==> src/rtl/t1a_pwm_decoder.sv <==
// t1a_pwm_decoder
// Decodes a 16-step PWM input into a 4-bit duty value.
// - The input is synchronised, and each rising edge closes one measured period.
// - A rise in MEAS reports the period that just ended.
// - A rise in SYNC only arms the measurement, so a partial period is never reported.
// - If no rise arrives within TIMEOUT_CLKS cycles, the input is reported as stuck
//   at its current level.
module t1a_pwm_decoder #(
  parameter int PERIOD_CLKS  = 256,
  parameter int PERIOD_TOL   = 2,
  parameter int TIMEOUT_CLKS = 512
) (
  input  logic       clk_50M,
  input  logic       reset_n,
  input  logic       pwm_signal,
  output logic [3:0] duty_out,
  output logic       duty_valid,
  output logic       period_err,
  output logic       pwm_stuck
);

  // One duty step spans PERIOD_CLKS/16 cycles; adding half a step rounds to nearest.
  localparam int          DUTY_SHIFT = $clog2(PERIOD_CLKS / 16);
  localparam logic [10:0] DUTY_ROUND = 11'(PERIOD_CLKS / 32);
  localparam logic [10:0] PER_HI     = 11'(PERIOD_CLKS + PERIOD_TOL);
  localparam logic [10:0] PER_LO     = 11'(PERIOD_CLKS - PERIOD_TOL);
  localparam logic [9:0]  TIMEOUT_V  = 10'(TIMEOUT_CLKS);
  localparam logic [9:0]  CNT_MAX    = 10'd1023;

  typedef enum logic [0:0] {
    ST_SYNC = 1'b0,
    ST_MEAS = 1'b1
  } state_e;

  state_e      state_q, state_d;
  logic        s1_q, s1_d;
  logic        s2_q, s2_d;
  logic        s3_q, s3_d;
  logic [9:0]  period_cnt_q, period_cnt_d;
  logic [9:0]  high_cnt_q, high_cnt_d;
  logic [3:0]  duty_out_q, duty_out_d;
  logic        duty_valid_q, duty_valid_d;
  logic        period_err_q, period_err_d;
  logic        pwm_stuck_q, pwm_stuck_d;
  logic        rise;

  // Saturating increment keeps the counters pinned at full scale.
  function automatic logic [9:0] sat_inc(input logic [9:0] cnt);
    logic [9:0] res;
    if (cnt != CNT_MAX) begin
      res = cnt + 10'd1;
    end else begin
      res = cnt;
    end
    return res;
  endfunction

  // Rounded high time to duty step, clipped to the top step.
  function automatic logic [3:0] duty_calc(input logic [9:0] high);
    logic [10:0] sum;
    logic [10:0] step;
    logic [3:0]  res;
    sum  = {1'b0, high} + DUTY_ROUND;
    step = sum >> DUTY_SHIFT;
    if (step > 11'd15) begin
      res = 4'd15;
    end else begin
      res = step[3:0];
    end
    return res;
  endfunction

  // A period is bad when it falls outside the nominal value +/- the tolerance.
  function automatic logic period_bad(input logic [9:0] cnt);
    logic res;
    if (({1'b0, cnt} > PER_HI) || ({1'b0, cnt} < PER_LO)) begin
      res = 1'b1;
    end else begin
      res = 1'b0;
    end
    return res;
  endfunction

  assign rise = s2_q & ~s3_q;

  // Synchroniser chain: two metastability flops followed by an edge-detect delay flop.
  always_comb begin
    s1_d = pwm_signal;
    s2_d = s1_q;
    s3_d = s2_q;
  end

  // Measurement and reporting. A rise takes priority over a timeout in the same cycle.
  always_comb begin
    state_d      = state_q;
    period_cnt_d = period_cnt_q;
    high_cnt_d   = high_cnt_q;
    duty_out_d   = duty_out_q;
    duty_valid_d = 1'b0;
    period_err_d = period_err_q;
    pwm_stuck_d  = pwm_stuck_q;

    if (rise) begin
      period_cnt_d = 10'd1;
      high_cnt_d   = 10'd1;
      case (state_q)
        ST_SYNC: begin
          state_d = ST_MEAS;
        end
        ST_MEAS: begin
          state_d      = ST_MEAS;
          duty_out_d   = duty_calc(high_cnt_q);
          duty_valid_d = 1'b1;
          period_err_d = period_bad(period_cnt_q);
          pwm_stuck_d  = 1'b0;
        end
        default: begin
          state_d = ST_SYNC;
        end
      endcase
    end else if (period_cnt_q == TIMEOUT_V) begin
      // The input has not risen for a full timeout: report its level and re-arm.
      state_d      = ST_SYNC;
      period_cnt_d = 10'd0;
      high_cnt_d   = 10'd0;
      duty_out_d   = s2_q ? 4'd15 : 4'd0;
      duty_valid_d = 1'b1;
      period_err_d = 1'b0;
      pwm_stuck_d  = 1'b1;
    end else begin
      period_cnt_d = sat_inc(period_cnt_q);
      if (s2_q) begin
        high_cnt_d = sat_inc(high_cnt_q);
      end else begin
        high_cnt_d = high_cnt_q;
      end
    end
  end

  // State, counter and output registers.
  always_ff @(posedge clk_50M or negedge reset_n) begin
    if (!reset_n) begin
      state_q      <= ST_SYNC;
      s1_q         <= 1'b0;
      s2_q         <= 1'b0;
      s3_q         <= 1'b0;
      period_cnt_q <= 10'd0;
      high_cnt_q   <= 10'd0;
      duty_out_q   <= 4'd0;
      duty_valid_q <= 1'b0;
      period_err_q <= 1'b0;
      pwm_stuck_q  <= 1'b0;
    end else begin
      state_q      <= state_d;
      s1_q         <= s1_d;
      s2_q         <= s2_d;
      s3_q         <= s3_d;
      period_cnt_q <= period_cnt_d;
      high_cnt_q   <= high_cnt_d;
      duty_out_q   <= duty_out_d;
      duty_valid_q <= duty_valid_d;
      period_err_q <= period_err_d;
      pwm_stuck_q  <= pwm_stuck_d;
    end
  end

  assign duty_out   = duty_out_q;
  assign duty_valid = duty_valid_q;
  assign period_err = period_err_q;
  assign pwm_stuck  = pwm_stuck_q;

endmodule
==> config.mk <==
export PLATFORM = sky130hd
export DESIGN_NAME = t1a_pwm_decoder
export DESIGN_NICKNAME = d
export VERILOG_FILES = /design/src/rtl/t1a_pwm_decoder.sv
export SDC_FILE = /design/constraint.sdc
export NUM_CORES = 1
export LEC_CHECK = 0
export BUFFER_PORTS_ARGS = -buffer_cell sky130_fd_sc_hd__buf_2
export CAP_MARGIN = 20
export CORE_AREA = 8 8 71 73
export DETAILED_ROUTE_END_ITERATION = 8
export DIE_AREA = 0 0 79 81
export GPL_TIMING_DRIVEN = 0
export SYNTH_ARGS = -nofsm -noshare
export SYNTH_HDL_FRONTEND = slang
export SYNTH_SLANG_ARGS = --single-unit
==> constraint.sdc <==
create_clock -name clk_50M -period 4.3 [get_ports clk_50M]
set_clock_uncertainty 0.15 [all_clocks]
set_input_delay 0.645 -clock clk_50M [delete_from_list [all_inputs] [get_ports clk_50M]]
set_output_delay 0.645 -clock clk_50M [all_outputs]
set_load 0.03 [all_outputs]
==> impl_metrics.yaml <==
outcome:
  status: "completed"
sta:
  setup_viol: 0
  fin_crit_sh_pct: 48.3
  rsz0062_at_grt: "false"
  fin_setup_tns_ns: 0
  hold_viol: 0
  post-route-min-period_ns: 2.07
  max_freq_ghz: 0.482
  worst_slew_pin_slew_ns: 0.718
  slew_headroom_pct: 52.1
  setup_ws_ns: 2.23
  drv_slew: 0
die:
  core_sq_mm: 0.00391
  io_pins: 10
  die_y_microns: 81
  start_util_pct: 43.2
  die_area_sq_mm: 0.00640
  rows: 23
  die_w_microns: 79
setup_path:
  cp.arrival_ns: 2.10
  r2r_cells: 6
  cpLargestDelayFamily: "simple AND/OR/NAND/NOR gates"
  crit_path_end_kind: "flip-flop"
  crit_slowest_cell: "or4_4"
  critPathMaxFanout: 10
  crit_type: "reg2reg"
  worstPathRequired_ns: 4.32
  critPathMaxStageDelay_ns: 0.61
  reg2reg_slack_ns: 2.23
  r2r-end: "period_cnt_q[4]"
  path_cells: "or4_4 -> nor3_4 -> or2_2 -> buf_6 -> buf_12 -> nor2_1"
  startpoint_type: "flip-flop"
  r2r_start: "period_cnt_q[2]"
  path_buf_inv: 2
route:
  routed_wl_mm: 3.44
  vias: 1298
  drt_first_iter_violations: 56
  drc: 0
  via_per_inst: 5.55
  dr.pass1.iters: 4
  wire_per_inst_microns: 14.7
  detail-route-antenna-nets: 0
yosys:
  post-synth-top-count-cell: "dfrtp_1"
  synth_top_area_cell: "dfrtp_1"
  ys_ff_latch: 31
  synth-edff-count: 0
  ys_async_sr_fraction_pct: 100
  avgSynthCellArea_sq_um: 10.1
  ys_seq_area_share_pct: 45.9
  synth_cell_type_count: 46
  ys.flop_type: "dfrtp_1"
  synth_area_sq_mm: 0.00169
  yosys-top-cells-count: "dfrtp_1 (31), nor2_1 (16), a21oi_1 (12), nand3_1 (8), nand4_1 (8)"
  synthCells: 167
  synth_top_cells_by_area: "dfrtp_1 (46%), ha_1 (3.7%), xnor2_1 (3.6%), a21oi_1 (3.6%), nor2_1 (3.6%)"
  synth_top_area_share_pct: 45.9
  ys_warn_count: 0
  syn_nets: 175
worst_hold_path:
  hold_class: "reg2reg"
  hold_start: "s1_q"
  hold_path_end: "s2_q"
  whs_path_depth: 0
place:
  io_buffers: 9
  placed_area_sq_mm: 0.00180
  dp_slack_ns: 2.21
  gp_congestion: 0.775
  dp_hpwl_mm: 2.49
pwr:
  vdd_drop_max_uv: 252
  leakage_nw: 0.833
  powerDensity_mw_per_mm2: 401
run:
  max_cap_viol_count: 0
layout:
  final_nets: 191
  drive_gt1_share_pct: 16.3
  postLayoutCellArea_sq_mm: 0.00190
  area_delta_synth_final_pct: 12.3
  fin_util_pct: 48.5
  diodes: 0
  fillers: 399
global_routing:
  grt_pass1_vias: 1357
  global_route.overflow_total: 0
  grt_pass1_wl_mm: 6.13
  grt_use_total_pct: 12.2
  antenna_found_initial: 0
  grt_max_degree: 32
clocking:
  cts_hold_buf: 0
  cts.sinks: 31
  ctsResizeCount: 0
  clock_path_buffers: 2
  numCtsBuffers: 5
  cts_tree: "done"
  root_buffer: "clkbuf_8"
  clk_latency_ns: 0.28
  cts.reportedPaths.clkPinSlew_ns: 0.06
  post_cts_buffers: 0
  h-tree-depth: 2
## cell type report
class                           count  area, sq um  share of cell area, %
Sequential cell                    31          776                   40.8
Tap cell                           50         62.6                   3.29
Multi-Input combinational cell    124          845                   44.5
Inverter                            6         22.5                   1.19
Clock buffer                        8          100                   5.27
Buffer                              6         48.8                   2.57
Timing Repair Buffer                9         45.0                   2.37
## per-layer routing
layer	vias up	part of all wire [%]	track usage, %
li1	651	-	-
met3	4	3.6	4.08
met1	620	45	13.3
met4	0	1.3	5.56
met2	23	50	21.1
met5	-	0	0
## kinds of logic (layout without fill, tap and decap cells)
group	count (synthesis)	count (layout)	share of synthesized area, %
simple gates	67	67	23.2
compound gates	37	37	15.1
flops	31	31	45.9
xor+xnor	12	12	6.21
buf+inv	12	29	4.22
fa+ha+maj	5	5	3.70
mux	3	3	1.78
## worst max path at each step
stage                          from              end  slack, ns  cells after the start
detailed placement  period_cnt_q[2]  period_cnt_q[1]       2.21                      6
global route          high_cnt_q[0]    high_cnt_q[7]       2.08                      5
global placement    period_cnt_q[2]  period_cnt_q[4]       2.23                      6
floorplan           period_cnt_q[2]       period_err       2.39                      3
CTS                 period_cnt_q[2]  period_cnt_q[4]       2.20                      6
finish              period_cnt_q[2]  period_cnt_q[4]       2.23                      6
## report_power, final
group / internal [mW] / switching (mW) / leakage, nW / total [mW]
registers: 0.325 / 0.0399 / 0.402 / 0.365
logic: 0.0608 / 0.0865 / 0.380 / 0.147
clock network: 0.146 / 0.104 / 0.0515 / 0.250
total: 0.531 / 0.230 / 0.833 / 0.761
## metrics by stage
stage | power, mW | std cells | hold slack [ns]
final | 0.761 | 234 | 0.199
after global routing | 0.808 | 234 | 0.204
after CTS | 0.774 | 234 | 0.202
after detailed placement | 0.520 | 226 | 0.188
after global placement | 0.516 | 226 | 0.187
after floorplan | 0.478 | 167 | 0.181
## flip-flops by register name, indices dropped and copies added (netlist names)
name / count
high_cnt_q: 10
period_cnt_q: 10
duty_out: 4
duty_valid: 1
period_err: 1
pwm_stuck: 1
s1_q: 1
s2_q: 1
s3_q: 1
state_q: 1
## placed cells by master (no fill, tap or decap), types with 2 or more instances in the layout
cell type	instances
and2_1	2
dfrtp_1	31
clkbuf_1	3
or2_2	3
nand2b_1	2
nand4_1	8
xor2_1	5
ha_1	5
xnor2_1	7
nand3_1	8
a21oi_1	12
nor2_1	16
and3_1	2
o311ai_0	2
o2bb2ai_1	4
inv_1	6
or3_1	4
clkbuf_8	7
mux2i_1	3
nand2_1	7
a211oi_1	2
o21ai_0	5
nor3_1	4
buf_2	11
a311oi_1	3
Note: power is estimated with default switching activity, not from simulation.
